[config.mk]
export PLATFORM = sky130hd
export DESIGN_NAME = dma_engine
export DESIGN_NICKNAME = d
export VERILOG_FILES = /design/src/rtl/dma_pkg.sv /design/src/rtl/dma_cnt32.sv /design/src/rtl/dma_engine.sv
export SDC_FILE = /design/constraint.sdc
export NUM_CORES = 1
export LEC_CHECK = 0
export CORE_MARGIN = 3
export CORE_UTILIZATION = 60
export CTS_CLUSTER_DIAMETER = 100
export DETAILED_ROUTE_END_ITERATION = 16
export GPL_ROUTABILITY_DRIVEN = 0
export PLACE_DENSITY_LB_ADDON = 0.12
export SKIP_LAST_GASP = 1
export SLEW_MARGIN = 20
export SYNTH_ARGS = -nofsm -noshare
export SYNTH_HDL_FRONTEND = slang
export SYNTH_HIERARCHICAL = 1
export SYNTH_SLANG_ARGS = --single-unit
[constraint.sdc]
create_clock -name clk -period 7.27 [get_ports clk]
set_input_delay 0.727 -clock clk [delete_from_list [all_inputs] [get_ports clk]]
set_output_delay 0.727 -clock clk [all_outputs]
set_load 0.01 [all_outputs]
[src/rtl/dma_pkg.sv]
// Shared definitions for the DMA engine: FSM state encoding and default address step.
package dma_pkg;

   typedef enum logic [2:0] {
      ST_IDLE = 3'd0,
      ST_REQ  = 3'd1,
      ST_RD   = 3'd2,
      ST_RDW  = 3'd3,
      ST_WR   = 3'd4,
      ST_DONE = 3'd5
   } dma_state_t;

   localparam logic [31:0] ADDR_INC_DEFAULT = 32'd4;

endpackage

[src/rtl/dma_cnt32.sv]
// 32-bit resettable counter: parallel load, or step up/down by a programmable amount.
module dma_cnt32 (
   input  logic        clk,
   input  logic        reset_n,
   input  logic        load,
   input  logic [31:0] load_val,
   input  logic        en,
   input  logic        dec,
   input  logic [31:0] step,
   output logic [31:0] q
);

   // Load has priority over stepping; arithmetic wraps modulo 2^32.
   always_ff @(posedge clk or negedge reset_n) begin
      if (!reset_n)
         q <= 32'd0;
      else if (load)
         q <= load_val;
      else if (en)
         q <= dec ? (q - step) : (q + step);
   end

endmodule

[src/rtl/dma_engine.sv]
// Single-channel memory-to-memory DMA: read one word, write one word, repeat.
module dma_engine
   import dma_pkg::*;
#(
   parameter logic [31:0] ADDR_INC = ADDR_INC_DEFAULT
) (
   input  logic        clk,
   input  logic        reset_n,
   input  logic        start,
   input  logic [31:0] src_addr,
   input  logic [31:0] dst_addr,
   input  logic [31:0] size,
   input  logic        opclear,
   output logic        m_req,
   input  logic        m_grant,
   output logic [31:0] m_addr,
   output logic        m_wr,
   output logic [31:0] m_dout,
   input  logic [31:0] m_din,
   output logic        busy,
   output logic        done,
   output logic        interrupt
);

   dma_state_t  state;
   logic [31:0] src_q, dst_q, rem_q;
   logic [31:0] data_buf;
   logic        accept;
   logic        advance;

   // Descriptor is captured only when an idle engine accepts a non-empty job.
   assign accept  = (state == ST_IDLE) && start && (size != 32'd0);
   // Addresses and remaining count move together once the write is granted.
   assign advance = (state == ST_WR) && m_grant;

   dma_cnt32 u_src (
      .clk      (clk),
      .reset_n  (reset_n),
      .load     (accept),
      .load_val (src_addr),
      .en       (advance),
      .dec      (1'b0),
      .step     (ADDR_INC),
      .q        (src_q)
   );

   dma_cnt32 u_dst (
      .clk      (clk),
      .reset_n  (reset_n),
      .load     (accept),
      .load_val (dst_addr),
      .en       (advance),
      .dec      (1'b0),
      .step     (ADDR_INC),
      .q        (dst_q)
   );

   dma_cnt32 u_rem (
      .clk      (clk),
      .reset_n  (reset_n),
      .load     (accept),
      .load_val (size),
      .en       (advance),
      .dec      (1'b1),
      .step     (32'd1),
      .q        (rem_q)
   );

   // Bus address/data decode; read address is held through the data phase so a
   // stalled read keeps presenting the same location. Zero whenever idle on the bus.
   always_comb begin
      m_addr = 32'd0;
      m_dout = 32'd0;
      case (state)
         ST_RD, ST_RDW: m_addr = src_q;
         ST_WR: begin
            m_addr = dst_q;
            m_dout = data_buf;
         end
         default: ;
      endcase
   end

   // Sequencer: state, registered control outputs, data buffer and sticky interrupt.
   // A clear is overridden by any set in the same cycle (later assignment wins).
   always_ff @(posedge clk or negedge reset_n) begin
      if (!reset_n) begin
         state     <= ST_IDLE;
         m_req     <= 1'b0;
         m_wr      <= 1'b0;
         busy      <= 1'b0;
         done      <= 1'b0;
         interrupt <= 1'b0;
         data_buf  <= 32'd0;
      end else begin
         if (opclear)
            interrupt <= 1'b0;
         case (state)
            ST_IDLE: begin
               if (start) begin
                  busy <= 1'b1;
                  if (size == 32'd0) begin
                     state     <= ST_DONE;
                     done      <= 1'b1;
                     interrupt <= 1'b1;
                  end else begin
                     state <= ST_REQ;
                     m_req <= 1'b1;
                  end
               end
            end
            ST_REQ: begin
               if (m_grant)
                  state <= ST_RD;
            end
            ST_RD: begin
               if (m_grant)
                  state <= ST_RDW;
            end
            ST_RDW: begin
               if (m_grant) begin
                  data_buf <= m_din;
                  m_wr     <= 1'b1;
                  state    <= ST_WR;
               end
            end
            ST_WR: begin
               if (m_grant) begin
                  m_wr <= 1'b0;
                  if (rem_q == 32'd1) begin
                     state     <= ST_DONE;
                     m_req     <= 1'b0;
                     done      <= 1'b1;
                     interrupt <= 1'b1;
                  end else begin
                     state <= ST_RD;
                  end
               end
            end
            ST_DONE: begin
               state     <= ST_IDLE;
               done      <= 1'b0;
               busy      <= 1'b0;
               interrupt <= 1'b1;
            end
            default: begin
               state <= ST_IDLE;
               m_req <= 1'b0;
               m_wr  <= 1'b0;
               busy  <= 1'b0;
               done  <= 1'b0;
            end
         endcase
      end
   end

endmodule

==> flow_results.org <==
** Floorplan
- Initial core utilization :: 61.59%
- Vertical die dimension :: between 150 and 200 um
- The die covers ~0.025 sq mm.
- Number of top-level design ports :: just over 200
- The floorplan step set the die width to about 160 um.
- Row generation in the floorplan step produced 55 rows.
- The core region is about 0.023 sq mm.

** GRT
- The first global-routing pass estimated around 69000 um of wire.
- Number of global-route vias before repair :: between 10000 and 15000
- Summed over all layers, the global routing overflow is 0.
- Antenna violations before repair :: 2
- Global routing used approximately a third of the available tracks across all layers.
- Entering global routing, the biggest net connects about 80 pins.

** Critical path
- Together, buffers and inverters on the worst path number 3.
- The kind of cell with the highest combined delay along the critical path is simple AND/OR/NAND/NOR gates.
- CP Data Required Time :: 7.63 ns
- By startpoint and endpoint, the worst setup path is classified as in2reg.
- For the worst setup path, the data arrival time is between 4 and 5 ns.
- Critical path startpoint category :: primary input
- Among all stages on the critical path, the largest delay is contributed by nor4_1.
- The worst setup path is captured at a register.
- In this design, the stage delay of the slowest critical-path cell is between 0.6 and 0.7 ns.
- Maximum net fanout on the critical path :: 62
- The critical path goes through clkdlybuf4s50_1 -> nor4_1 -> nand4_1 -> o21bai_1 -> inv_4 -> buf_4 -> or2b_2 -> nand3b_1 -> or3_1 -> nand3_1.

** STA
- In this run the tightest slew margin relative to its limit is 38.36%.
- Worst setup skew after layout :: about 0.014 ns
- Timing-limited maximum frequency :: approximately 260 MHz
- Setup total negative slack on the finished layout was measured at 0 ns.
- At the pin with the least slew margin, the transition time is 0.9226 ns.
- Final Hold Vio Count :: 0
- After layout, the minimum clock period comes to 3.839 ns.
- The final critical path takes up approximately 53% of the cycle.
- Setup repair after global routing missed its margin :: no
- Setup violations remaining at the end of the flow were counted as 0.
- Max-slew violation count :: 0

** Synthesis
- Mapped Area :: approximately 0.014 sq mm
- Yosys mapped a number of flops with a built-in enable equal to 0.
- Fraction of registers with async set or reset after synthesis :: between 90% and 100%
- Top post-synthesis cells by count :: a21oi_1, dfrtp_1, xnor2_1
- In this run, synthesis produced a sequential element count of roughly 140.
- In this run, distinct cell masters in the synthesized netlist total between 90 and 100.
- Among all cell types in the netlist, the one instantiated most often is a21oi_1.
- Cell types with the largest area share after synthesis :: dfrtp_1, ha_1, xnor2_1
- Area fraction of the dominant cell type after synthesis :: between 20% and 30%
- Post-Syn Instances :: approximately 1700
- Of all cell types, the one taking the most synthesized area is dfrtp_1.
- The most used flip-flop cell after synthesis is dfrtp_1.
- The share of the Yosys chip area taken by registers is between 20% and 30%.
- Each instance of the synthesized netlist takes up on average roughly 8.3 sq um.
- Yosys warns :: 6

** Layout
- The finished layout holds approximately 2500 standard cells, fillers aside.
- Relative to the synthesized area, the layout overhead comes to 27.39%.
- Fraction of final layout cells with drive strength greater than 1 :: around 5.4%
- Final net count :: roughly 2400

** Route
- Across all layers, the routed design uses 14360 vias.
- The pre-antenna-repair detailed-routing pass consisted of 5 iterations.
- Violation count after the first detailed-routing iteration :: approximately 1600
- Total detailed-routing wirelength :: approximately 43000 um
- Dividing the detail-routed via count by the number of cells gives approximately 5.8.
- In the routed design, unresolved DRC markers number 0.
- After detailed routing, the average wire length per cell comes to about 17 um.
- Antenna-violating nets left :: 0

** Pwr
- Total chip power :: 6.666 mW
- In this run the static leakage power is approximately 8 nW.
- Across the VDD grid, the largest voltage drop is roughly 210 uV.
- Dividing total power by cell area gives a power density of 371.9 mW/mm^2.

** Clock network
- Hold repair after CTS inserted 0 buffers.
- Number of gates given a new drive strength after cts :: 0
- TritonCTS built the clock tree.
- Maximum buffer depth of the clock tree :: 2
- The root buffer cell chosen for the clock tree is clkbuf_16.
- For this design, the sink count on the clock tree is ~140.
- The H-tree generated during clock tree synthesis spans 4 levels.
- Cts bufs inserted :: 17
- Clk Latency, worst-skew pair :: between 0.4 and 0.5 ns
- After clock tree synthesis, the clock-pin slew on the worst setup and hold paths is about 0.08 ns.
- Buffers added to address setup during post-CTS repair amount to 0.

** Placement
- Port bufs :: 201
- The HPWL after detailed placement is roughly 33000 um.
- Dpl cells :: 2441

** Run
- The tool flagged a number of max-cap violations equal to 0.

** Worst hold path
- The path class of the tightest hold or removal check is in2async.

** Run status
- Result of the run :: complete, no violations
## metal layers
layer / up-vias / GRT usage [%] / share of wire, %
met3: 106 / 5.671 / 7.5
li1: 6842 / - / -
met5: - / 0 / 0
met2: 642 / 54.18 / 46
met1: 6769 / 44.76 / 43
met4: 0 / 10.58 / 3.1
## worst register-to-register path: cells and delay by family, from the launching register on
family	cells	cell delay, ns
buffers and inverters	2	0.15
xor gates and xnor gates	1	0.19
adders and majority gates	2	0.59
AOI/OAI and AO/OA	7	1.94
DFF	1	0.38
## sequential cells by signal, indices dropped and copies added, names as in the netlist
signal / flops
u_src/q: 32
u_dst/q: 32
interrupt: 1
busy: 1
state: 3
m_wr: 1
data_buf: 32
m_req: 1
done: 1
u_rem/q: 32
## through the flow
stage / util (%) / hold WS, ns / setup slack (ns) / cell area [sq um]
finish: 78.46 / 0.2414 / 3.431 / 17920
global route: 78.46 / 0.2734 / 3.343 / 17920
CTS: 78.41 / 0.2657 / 3.492 / 17910
detailed placement: 75.66 / 0.4832 / 3.053 / 17290
global placement: 75.66 / 0.4789 / 3.166 / 17290
floorplan: - / 0.4314 / 4.491 / 15260
## cell families after synthesis
| logic type | Yosys count | share of synthesized area (%) |
|---|---|---|
| AOI/OAI and AO/OA | 544 | 25.42 |
| and+or+nand+nor | 512 | 19.24 |
| xor gates and xnor gates | 161 | 10.02 |
| buffers and inverters | 147 | 4.722 |
| DFF | 136 | 24.19 |
| adders and majority gates | 99 | 8.963 |
| muxes | 88 | 7.389 |
| other | 2 | 0.05337 |
## final timing paths
path | slack, ns | depth (start not counted) | end | start
worst max register to register | 3.92 | 12 | u_rem/q[26] | u_rem/q[0]
max in group asynchronous | 5.87 | 2 | u_rem/q[10] | reset_n
worst min-delay path | 0.24 | 1 | u_src/q[21] | reset_n
worst min register to register | 0.50 | 1 | data_buf[0] | data_buf[0]
min in group clk | 0.50 | 1 | data_buf[0] | data_buf[0]
worst max-delay path | 3.43 | 10 | u_dst/q[29] | size[26]
## final cells by class
cell class	count	area [sq um]
multi-input cells	1723	11190
fillers	1685	4922
flip-flops and latches	136	3403
repair buffers	208	2069
clock buffers	17	425.4
well taps	313	391.6
inverters	61	232.7
clock inverters	15	201.4
diodes	3	7.507
## layout by cell type (no fill, tap or decap), drive strengths merged, types with 17 or more instances in the layout
cell | synthesis | layout
a21o | 54 | 54
clkdlybuf4s50 | 0 | 200
mux2i | 48 | 48
mux2 | 40 | 40
nand4 | 18 | 18
a31oi | 27 | 27
ha | 96 | 96
inv | 60 | 65
nand2 | 133 | 133
o21ai | 114 | 114
xnor2 | 136 | 136
dfrtp | 136 | 136
a22o | 35 | 35
a22oi | 20 | 20
nor3 | 40 | 40
nor2b | 25 | 25
a211oi | 17 | 17
a21oi | 161 | 161
nor2 | 120 | 120
xor2 | 25 | 25
and3 | 50 | 50
conb | 2 | 319
nor4 | 29 | 29
clkbuf | 63 | 17
nand3 | 25 | 25
## power by group
group | total, mW | leakage (nW) | switching [mW] | internal [mW]
Sequential | 1.53 | 1.64 | 0.413 | 1.12
Clock | 0.912 | 0.302 | 0.440 | 0.472
Combinational | 4.22 | 6.15 | 2.31 | 1.91
Note: power is estimated with default switching activity, not from simulation.
